`src/rtl/game_step_ctrl_if.sv`:
```
// Key, evaluator and history-store signals of the move/undo step controller.
// The controller side uses the slave modport; the stimulus side uses master.
interface game_step_ctrl_if;
    logic       key_valid;
    logic [2:0] key_code;
    logic       level_done;
    logic       mv_box_ok;
    logic       mv_man_ok;
    logic [1:0] dir;
    logic       eval_req;
    logic [1:0] sel;
    logic       state_en;
    logic [1:0] undo_left;
    logic [9:0] step_cnt;
    logic       busy;

    modport master (
        output key_valid, key_code, level_done, mv_box_ok, mv_man_ok,
        input  dir, eval_req, sel, state_en, undo_left, step_cnt, busy
    );

    modport slave (
        input  key_valid, key_code, level_done, mv_box_ok, mv_man_ok,
        output dir, eval_req, sel, state_en, undo_left, step_cnt, busy
    );
endinterface

```
`src/rtl/game_step_ctrl.sv`:
```
// Move/undo/restart sequencer for a box-pushing game: drives the move evaluator
// and the history store, and keeps the undo budget and committed step count.
module game_step_ctrl (
    input  logic               clk,
    input  logic               rst,
    game_step_ctrl_if.slave    bus
);

    typedef enum logic [1:0] {
        ST_INIT   = 2'd0,
        ST_IDLE   = 2'd1,
        ST_EVAL   = 2'd2,
        ST_DECIDE = 2'd3
    } state_e;

    state_e      state_q;
    logic [1:0]  dir_q;
    logic [1:0]  sel_q;
    logic [1:0]  undo_left_q;
    logic [9:0]  step_cnt_q;
    logic        last_en_q;

    logic        key_dir_s;
    logic        key_undo_s;
    logic        key_restart_s;
    logic        init_load_s;
    logic        move_load_s;
    logic        undo_load_s;
    logic        state_en_s;
    logic [1:0]  sel_d;
    logic [1:0]  undo_left_d;
    logic [9:0]  step_cnt_d;

    // Key decode and history-store load selection; an undo right after a load is
    // dropped so that the load enable can never stay high for two cycles.
    always_comb begin
        key_dir_s     = bus.key_valid && (bus.key_code[2] == 1'b0) && !bus.level_done;
        key_undo_s    = bus.key_valid && (bus.key_code == 3'd4) && !bus.level_done;
        key_restart_s = bus.key_valid && (bus.key_code == 3'd5);
        init_load_s   = !rst && (state_q == ST_INIT);
        move_load_s   = !rst && (state_q == ST_DECIDE) && (bus.mv_box_ok || bus.mv_man_ok);
        undo_load_s   = !rst && (state_q == ST_IDLE) && key_undo_s &&
                        (undo_left_q != 2'd0) && !last_en_q;
        state_en_s    = init_load_s || move_load_s || undo_load_s;

        sel_d       = sel_q;
        undo_left_d = undo_left_q;
        step_cnt_d  = step_cnt_q;
        if (init_load_s) begin
            sel_d       = 2'd0;
            undo_left_d = 2'd0;
            step_cnt_d  = 10'd0;
        end else if (move_load_s) begin
            sel_d       = bus.mv_box_ok ? 2'd1 : 2'd2;
            undo_left_d = (undo_left_q == 2'd3) ? 2'd3 : undo_left_q + 2'd1;
            step_cnt_d  = (step_cnt_q >= 10'd999) ? 10'd999 : step_cnt_q + 10'd1;
        end else if (undo_load_s) begin
            sel_d       = 2'd3;
            undo_left_d = undo_left_q - 2'd1;
            step_cnt_d  = (step_cnt_q == 10'd0) ? 10'd0 : step_cnt_q - 10'd1;
        end else begin
            sel_d       = sel_q;
            undo_left_d = undo_left_q;
            step_cnt_d  = step_cnt_q;
        end
    end

    // Controller FSM together with the direction latch and counters.
    always_ff @(posedge clk) begin
        if (rst) begin
            state_q     <= ST_INIT;
            dir_q       <= 2'd0;
            sel_q       <= 2'd0;
            undo_left_q <= 2'd0;
            step_cnt_q  <= 10'd0;
            last_en_q   <= 1'b0;
        end else begin
            sel_q       <= sel_d;
            undo_left_q <= undo_left_d;
            step_cnt_q  <= step_cnt_d;
            last_en_q   <= state_en_s;
            case (state_q)
                ST_INIT: begin
                    state_q <= ST_IDLE;
                end
                ST_IDLE: begin
                    if (key_restart_s) begin
                        state_q <= ST_INIT;
                    end else if (key_dir_s) begin
                        dir_q   <= bus.key_code[1:0];
                        state_q <= ST_EVAL;
                    end else begin
                        state_q <= ST_IDLE;
                    end
                end
                ST_EVAL: begin
                    state_q <= ST_DECIDE;
                end
                ST_DECIDE: begin
                    state_q <= ST_IDLE;
                end
                default: begin
                    state_q <= ST_INIT;
                end
            endcase
        end
    end

    // Reset forces every output to its idle value even before the first clock edge.
    assign bus.dir       = rst ? 2'd0 : dir_q;
    assign bus.eval_req  = !rst && (state_q == ST_EVAL);
    assign bus.sel       = rst ? 2'd0 : sel_d;
    assign bus.state_en  = state_en_s;
    assign bus.undo_left = rst ? 2'd0 : undo_left_q;
    assign bus.step_cnt  = rst ? 10'd0 : step_cnt_q;
    assign bus.busy      = rst || (state_q != ST_IDLE);

endmodule

```
`src/flat_wrapper.sv`:
```
// flat-port wrapper written by rule: the top's interface ports become plain ports
module game_step_ctrl_flat 
  (clk, rst, bus_key_valid, bus_key_code, bus_level_done, bus_mv_box_ok, bus_mv_man_ok, bus_dir, bus_eval_req, bus_sel, bus_state_en, bus_undo_left, bus_step_cnt, bus_busy);
  game_step_ctrl_if bus_i ();
  input  logic clk;
  input  logic rst;
  input wire logic [$bits(bus_i.key_valid)-1:0] bus_key_valid;
  input wire logic [$bits(bus_i.key_code)-1:0] bus_key_code;
  input wire logic [$bits(bus_i.level_done)-1:0] bus_level_done;
  input wire logic [$bits(bus_i.mv_box_ok)-1:0] bus_mv_box_ok;
  input wire logic [$bits(bus_i.mv_man_ok)-1:0] bus_mv_man_ok;
  output wire logic [$bits(bus_i.dir)-1:0] bus_dir;
  output wire logic [$bits(bus_i.eval_req)-1:0] bus_eval_req;
  output wire logic [$bits(bus_i.sel)-1:0] bus_sel;
  output wire logic [$bits(bus_i.state_en)-1:0] bus_state_en;
  output wire logic [$bits(bus_i.undo_left)-1:0] bus_undo_left;
  output wire logic [$bits(bus_i.step_cnt)-1:0] bus_step_cnt;
  output wire logic [$bits(bus_i.busy)-1:0] bus_busy;
  assign bus_i.key_valid = bus_key_valid;
  assign bus_i.key_code = bus_key_code;
  assign bus_i.level_done = bus_level_done;
  assign bus_i.mv_box_ok = bus_mv_box_ok;
  assign bus_i.mv_man_ok = bus_mv_man_ok;
  assign bus_dir = bus_i.dir;
  assign bus_eval_req = bus_i.eval_req;
  assign bus_sel = bus_i.sel;
  assign bus_state_en = bus_i.state_en;
  assign bus_undo_left = bus_i.undo_left;
  assign bus_step_cnt = bus_i.step_cnt;
  assign bus_busy = bus_i.busy;
  game_step_ctrl u_core (.clk(clk), .rst(rst), .bus(bus_i));
endmodule
```
`config.mk`:
```
export PLATFORM = sky130hd
export DESIGN_NAME = game_step_ctrl_flat
export DESIGN_NICKNAME = d
export VERILOG_FILES = /design/src/rtl/game_step_ctrl_if.sv /design/src/rtl/game_step_ctrl.sv /design/src/flat_wrapper.sv
export SDC_FILE = /design/constraint.sdc
export NUM_CORES = 1
export LEC_CHECK = 0
export CELL_PAD_IN_SITES_DETAIL_PLACEMENT = 1
export CELL_PAD_IN_SITES_GLOBAL_PLACEMENT = 1
export CORE_MARGIN = 8
export CORE_UTILIZATION = 33
export DETAILED_ROUTE_END_ITERATION = 10
export PLACE_DENSITY = 0.81
export RECOVER_POWER = 50
export SKIP_CTS_REPAIR_TIMING = 1
export SLEW_MARGIN = 15
export SYNTH_ARGS = -nofsm -noshare
export SYNTH_HDL_FRONTEND = slang
export SYNTH_SLANG_ARGS = --single-unit
export TNS_END_PERCENT = 50
```
`constraint.sdc`:
```
create_clock -name clk -period 1.8 [get_ports clk]
set_input_delay 0.45 -clock clk [delete_from_list [all_inputs] [get_ports clk]]
set_output_delay 0.45 -clock clk [all_outputs]
set_load 0.05 [all_outputs]
```
==> out/results.txt, run 1 <==
clk sinks: 19
Row Count: 23
initial antenna violation count: 0
final setup fails: 5
reg2reg path depth: 7
share of cells above drive strength 1: 46.5%
synthesized flop and latch total: 19
Tcrit/Tclk final: 129%
Final WS setup: -0.515 ns
cell internal pwr: 0.687 mW
nets: 270
sequential-to-total area share from yosys stat: 27.6%
Avg WL per Cell: 22.2 um
violated checks: setup timing
Post-DRT Antenna Nets: 0
Antenna Cells: 0
Worst Hold Class: reg2reg
worst hold stages: 2
root buffer cell: clkbuf_8
Gate power share: 21.4%
Initial DRC Count: 91
initial core utilization: 34.5%
Power Dens Cells: 393 mW/mm2
vias in the first global route: 1,804
HPWL Detailed: 4320 um
RD Place Congestion: 0.844
TritonRoute pass-1 iters: 4
Reg-to-Reg Start: u_core.state_q[0]$_SDFF_PP0_
Slew headroom: 68.8%
Final min period: 2.31 ns
GRT Resource Usage Total: 16.8%
I/O Pins: 28
Port Buffers: 27
syn_nets: 198
Worst Skew: 0.00412 ns
Inst Count DP: 293
Worst R2R Setup Slack: -0.24 ns
most common cell after layout, fill and taps aside: buf_4
pin count of the biggest net entering global routing: 21
worst-path fanout max: 3
Cell variety after synth: 44
DIE AREA: 0.00651 mm2
WHS Endpoint: u_core.undo_left_q[1]$_SDFFE_PP0P_
fin cells: 304
TritonCTS clock tree: yes
WS Path Type: reg2out
worst hold slack: 0.471 ns
Chip Width: 80.7 um
vias post-DR: 1,792
Ys Warns: 0
max cap viols: 0
peak supply drop: 0.210 mV
Critical Path End Type: output pin
post-route DRC violation count: 0
sw frac: 30.5%
grt ovf: 0
CTS H-tree depth: 1
most frequent cells in the layout: buf_4 (50), buf_12 (19), nor2_1 (18)
P_sw: 0.302 mW
Worst EP arrival: 1.86 ns
Pins Over Slew Limit: 0
drt via density: 5.89
FMAX: 432 MHz
clock network fraction of design power: 34.3%
EDFF count, synth: 0
clk slew on worst S/H paths: 0.08 ns
CTS Buf Count: 3
Seq pwr share: 44.3%
worst hold start: u_core.undo_left_q[1]$_SDFFE_PP0P_
Pleak: 1.06 nW
Clk Latency, worst-skew pair: 0.27 ns
Critical R2R Capture: u_core.step_cnt_q[9]$_SDFFE_PP0P_
ys async rst share: 0%
main flop type after synthesis: dfxtp_1
Worst Path Required: 1.35 ns
post-synthesis cell area: 0.00138 mm2
Bufs on Longest Clock Path: 2
Cells after Synth: 183
Routed WL: 6740 um
status: finished, violations left
Worst setup SP type: flip-flop
Final Hold Fails: 0
RSZ-0062 raised after global routing: true
first-pass GRT wire length: 8630 um
Final Util: 62.9%
core area: 0.00400 mm2
Worst-Margin Slew: 0.464 ns
die height: 80.7 um
setup TNS: -1.77 ns
Mean Syn Cell Area: 7.54 um2
Synth-to-Final Area Change: 82.3%
-- cell families (layout without fill, tap and decap cells) --
logic type                 Yosys count  count (layout)  synth area share (%)
DFF                                 19              19                  27.6
adders and majority gates            6               6                  5.44
buffers and inverters               21              92                  6.17
AOI/OAI and AO/OA                   50              50                  24.6
muxes                                2               2                  1.45
and+or+nand+nor                     80              80                  31.6
xor gates and xnor gates             5               5                  3.17
-- power groups by stage --
| stage | sequential (mW) | clock (mW) | combinational, mW |
|---|---|---|---|
| finish | 0.438 | 0.339 | 0.212 |
| global route | 0.439 | 0.357 | 0.221 |
| CTS | 0.436 | 0.331 | 0.188 |
| detailed placement | 0.447 | 0 | 0.187 |
| global placement | 0.445 | 0 | 0.180 |
| floorplan | 0.442 | 0 | 0.0887 |
-- registers in the layout, summed over array words and instances, names as in the netlist --
register            cells
u_core.last_en_q        1
u_core.dir_q            2
u_core.step_cnt_q      10
u_core.undo_left_q      2
u_core.state_q          2
u_core.sel_q            2
-- through the flow --
step / setup WS, ns / power, mW / cell area [um2]
global placement: -0.655 / 0.625 / 2250
detailed placement: -0.787 / 0.633 / 2250
finish: -0.515 / 0.989 / 2520
floorplan: -0.310 / 0.531 / 1450
CTS: -0.787 / 0.956 / 2290
global route: -0.570 / 1.02 / 2520
-- synthesized netlist by cell type, types with 2 or more instances --
master	number	area (um2)
a21oi_1	7	35.0
and4_1	2	17.5
xor2_1	2	17.5
o22ai_1	3	18.8
o21a_1	2	15.0
ha_1	6	75.1
a21o_1	3	22.5
inv_1	8	30.0
nand4_1	4	25.0
nor3_1	9	45.0
nand2b_1	3	18.8
a211oi_1	8	60.1
nor2_1	26	97.6
mux2i_1	2	20.0
o21ai_0	10	50.1
and3_1	2	12.5
buf_2	2	10.0
o31ai_1	3	22.5
dfxtp_1	19	380
xnor2_1	3	26.3
nor2b_1	11	68.8
nand3_1	5	25.0
o21bai_1	2	15.0
clkbuf_1	10	37.5
o211ai_1	2	15.0
a31oi_1	3	18.8
nand2_1	9	33.8
-- worst max path at each step --
stage | start | to | slack [ns] | depth (start not counted)
CTS | rst | bus_sel[1] | -0.79 | 7
global route | u_core.undo_left_q[1]$_SDFFE_PP0P_ | bus_sel[0] | -0.57 | 8
finish | u_core.undo_left_q[0]$_SDFFE_PP0P_ | bus_sel[0] | -0.51 | 8
detailed placement | rst | u_core.step_cnt_q[9]$_SDFFE_PP0P_ | -0.79 | 8
floorplan | u_core.undo_left_q[0]$_SDFFE_PP0P_ | bus_sel[1] | -0.31 | 7
global placement | rst | bus_sel[1] | -0.65 | 7
-- routing by layer --
metal	vias up	wire, um	part of all wire (%)	GRT usage (%)
met2	80	3390	50	30.2
met4	0	385	5.7	9.46
met5	-	0	0	0
met3	30	375	5.6	2.46
met1	879	2580	38	18.4
li1	803	-	-	-
-- area by class of cell --
class                           count  area (um2)
Clock buffer                        4        45.0
Sequential cell                    19         390
Tap cell                           50        62.6
Timing Repair Buffer               80         887
Inverter                            8        30.0
Multi-Input combinational cell    143        1100
Fill cell                         447        1480
-- worst max-delay path: stages (launching register included) --
cell     delay, ns
dfxtp_2       0.35
inv_2         0.05
ha_4          0.16
nor3_4        0.16
nand4_1       0.22
nand2_4       0.17
nor2_2        0.06
nor3_4        0.24
buf_12        0.17
No activity file was read; power rests on OpenSTA's default activity.
==> run 2: changes to the inputs <==
- CORE_MARGIN: 8 -> 3
- PLACE_DENSITY: 0.81 -> 0.72
==> run 2 against run 1 <==
Against the previous run:
- critical path depth did not move
- total power rose by 2.0%
- die area fell by 23%
- critical endpoint is now bus_sel[1]
- the run still ends with setup timing left
- clock power barely moved
- utilization rose by 2.1 points
- combinational power rose by 8%
- final area fell by 0.40%
- highest routed layer unchanged
- fmax fell by 2.1%
- non-clock buffer count rose by 1
- hold slack improved by 0.0080 ns
- global-route usage rose by 4.9 points
- count of clock-buffer cells in the layout fell by 1
==> out/results.txt, run 2 (synthesis results as in run 1) <==
status: finished, violations left
violated checks: setup timing
drt via density: 5.95
setup TNS: -2.19 ns
DIE AREA: 0.00499 mm2
Inst Count DP: 293
Bufs on Longest Clock Path: 2
Routed WL: 6840 um
vias post-DR: 1,809
CTS Buf Count: 3
Worst Path Required: 1.35 ns
RSZ-0062 raised after global routing: true
Slew headroom: 77.1%
worst-path fanout max: 3
slowest CP cell: dfxtp_2
GRT Resource Usage Total: 21.8%
share of cells above drive strength 1: 46.7%
FMAX: 423 MHz
nets: 271
Biggest register: u_core.step_cnt_q
CTS H-tree depth: 1
vias in the first global route: 1,825
Pleak: 1.07 nW
Avg WL per Cell: 22.5 um
Power Dens Cells: 403 mW/mm2
Worst-Margin Slew: 0.340 ns
Critical Path End Type: output pin
clk slew on worst S/H paths: 0.09 ns
die height: 70.7 um
crit path cell chain: inv_2 -> ha_4 -> nor3_4 -> nand4_1 -> nand2_2 -> nor2_4 -> a211oi_4 -> buf_12
TritonCTS clock tree: yes
fin cells: 304
Port Buffers: 27
Final WS setup: -0.564 ns
Clk Latency, worst-skew pair: 0.27 ns
peak supply drop: 0.202 mV
WS Path Type: reg2out
Worst Hold Class: reg2reg
post-route DRC violation count: 0
Pins Over Slew Limit: 0
root buffer cell: clkbuf_8
max cap viols: 0
TritonRoute pass-1 iters: 4
Final Util: 65.0%
Chip Width: 70.7 um
most frequent cells in the layout: buf_4 (53), nor2_1 (20), buf_12 (19)
Worst setup SP type: flip-flop
Initial DRC Count: 198
max FFs per register: 10
Worst EP arrival: 1.91 ns
first-pass GRT wire length: 8800 um
I/O Pins: 28
pin count of the biggest net entering global routing: 12
initial antenna violation count: 1
Worst Skew: 0.00420 ns
Row Count: 22
HPWL Detailed: 4250 um
core area: 0.00385 mm2
Synth-to-Final Area Change: 81.6%
Tcrit/Tclk final: 131%
grt ovf: 0
initial core utilization: 35.8%
most common cell after layout, fill and taps aside: buf_4
Final min period: 2.36 ns
final setup fails: 12
Final Hold Fails: 0
clk sinks: 19
RD Place Congestion: 0.856
worst hold slack: 0.479 ns
Worst path max stage delay: 0.35 ns
Post-DRT Antenna Nets: 0
run 2: changes by cell type in the layout (fill, tap and decap cells not counted), moves of 2 or more:
cell,before,now
nor2_1,18,20
nor2b_1,6,8
buf_6,3,1
nor2_4,3,1
buf_4,50,53
dfxtp_2,5,8
dfxtp_1,13,11
o21ai_0,7,9
nor2b_2,2,0
run 2: worst max-delay path, delay by kind of cell, from the launching register on:
kind / cells / cell delay, ns
fa+ha+maj: 1 / 0.17
compound gates: 1 / 0.24
flops: 1 / 0.35
buf+inv: 2 / 0.23
simple gates: 4 / 0.64
run 2: power breakdown:
part	switching (mW)	internal [mW]
Sequential	0.00979	0.428
Clock	0.187	0.155
Combinational	0.115	0.113
run 2: path summary, 6_finish.rpt:
check	depth (start not counted)	from	slack, ns	endpoint
worst max register to register	8	u_core.undo_left_q[1]$_SDFFE_PP0P_	-0.22	u_core.step_cnt_q[9]$_SDFFE_PP0P_
worst min-delay path	2	u_core.undo_left_q[1]$_SDFFE_PP0P_	0.48	u_core.undo_left_q[1]$_SDFFE_PP0P_
worst max-delay path	8	u_core.undo_left_q[1]$_SDFFE_PP0P_	-0.56	bus_sel[1]
worst min register to register	2	u_core.undo_left_q[1]$_SDFFE_PP0P_	0.48	u_core.undo_left_q[1]$_SDFFE_PP0P_
run 2: per-layer routing:
| layer | GRT usage [%] | wire (um) | vias to the layer above |
|---|---|---|---|
| met5 | 0 | 0 | - |
| li1 | - | - | 803 |
| met4 | 5.64 | 171 | 0 |
| met1 | 27.0 | 2760 | 909 |
| met3 | 3.13 | 379 | 18 |
| met2 | 39.3 | 3530 | 79 |
run 2: per-stage QoR:
stage	cell area, um2	worst slack [ns]	total power, mW
3_5_place_dp	2270	-0.666	0.643
3_3_place_gp	2270	-0.598	0.635
6_report	2510	-0.564	1.01
4_1_cts	2320	-0.687	0.967
2_1_floorplan	1450	-0.310	0.531
5_1_grt	2510	-0.656	1.04
run 2: final cells by class:
type                            count  area [um2]
Inverter                            8        30.0
Clock inverter                      1        5.00
Multi-Input combinational cell    143        1090
Antenna cell                        1        2.50
Sequential cell                    19         390
Fill cell                         436        1350
Timing Repair Buffer               81         887
Tap cell                           48        60.1
Clock buffer                        3        41.3
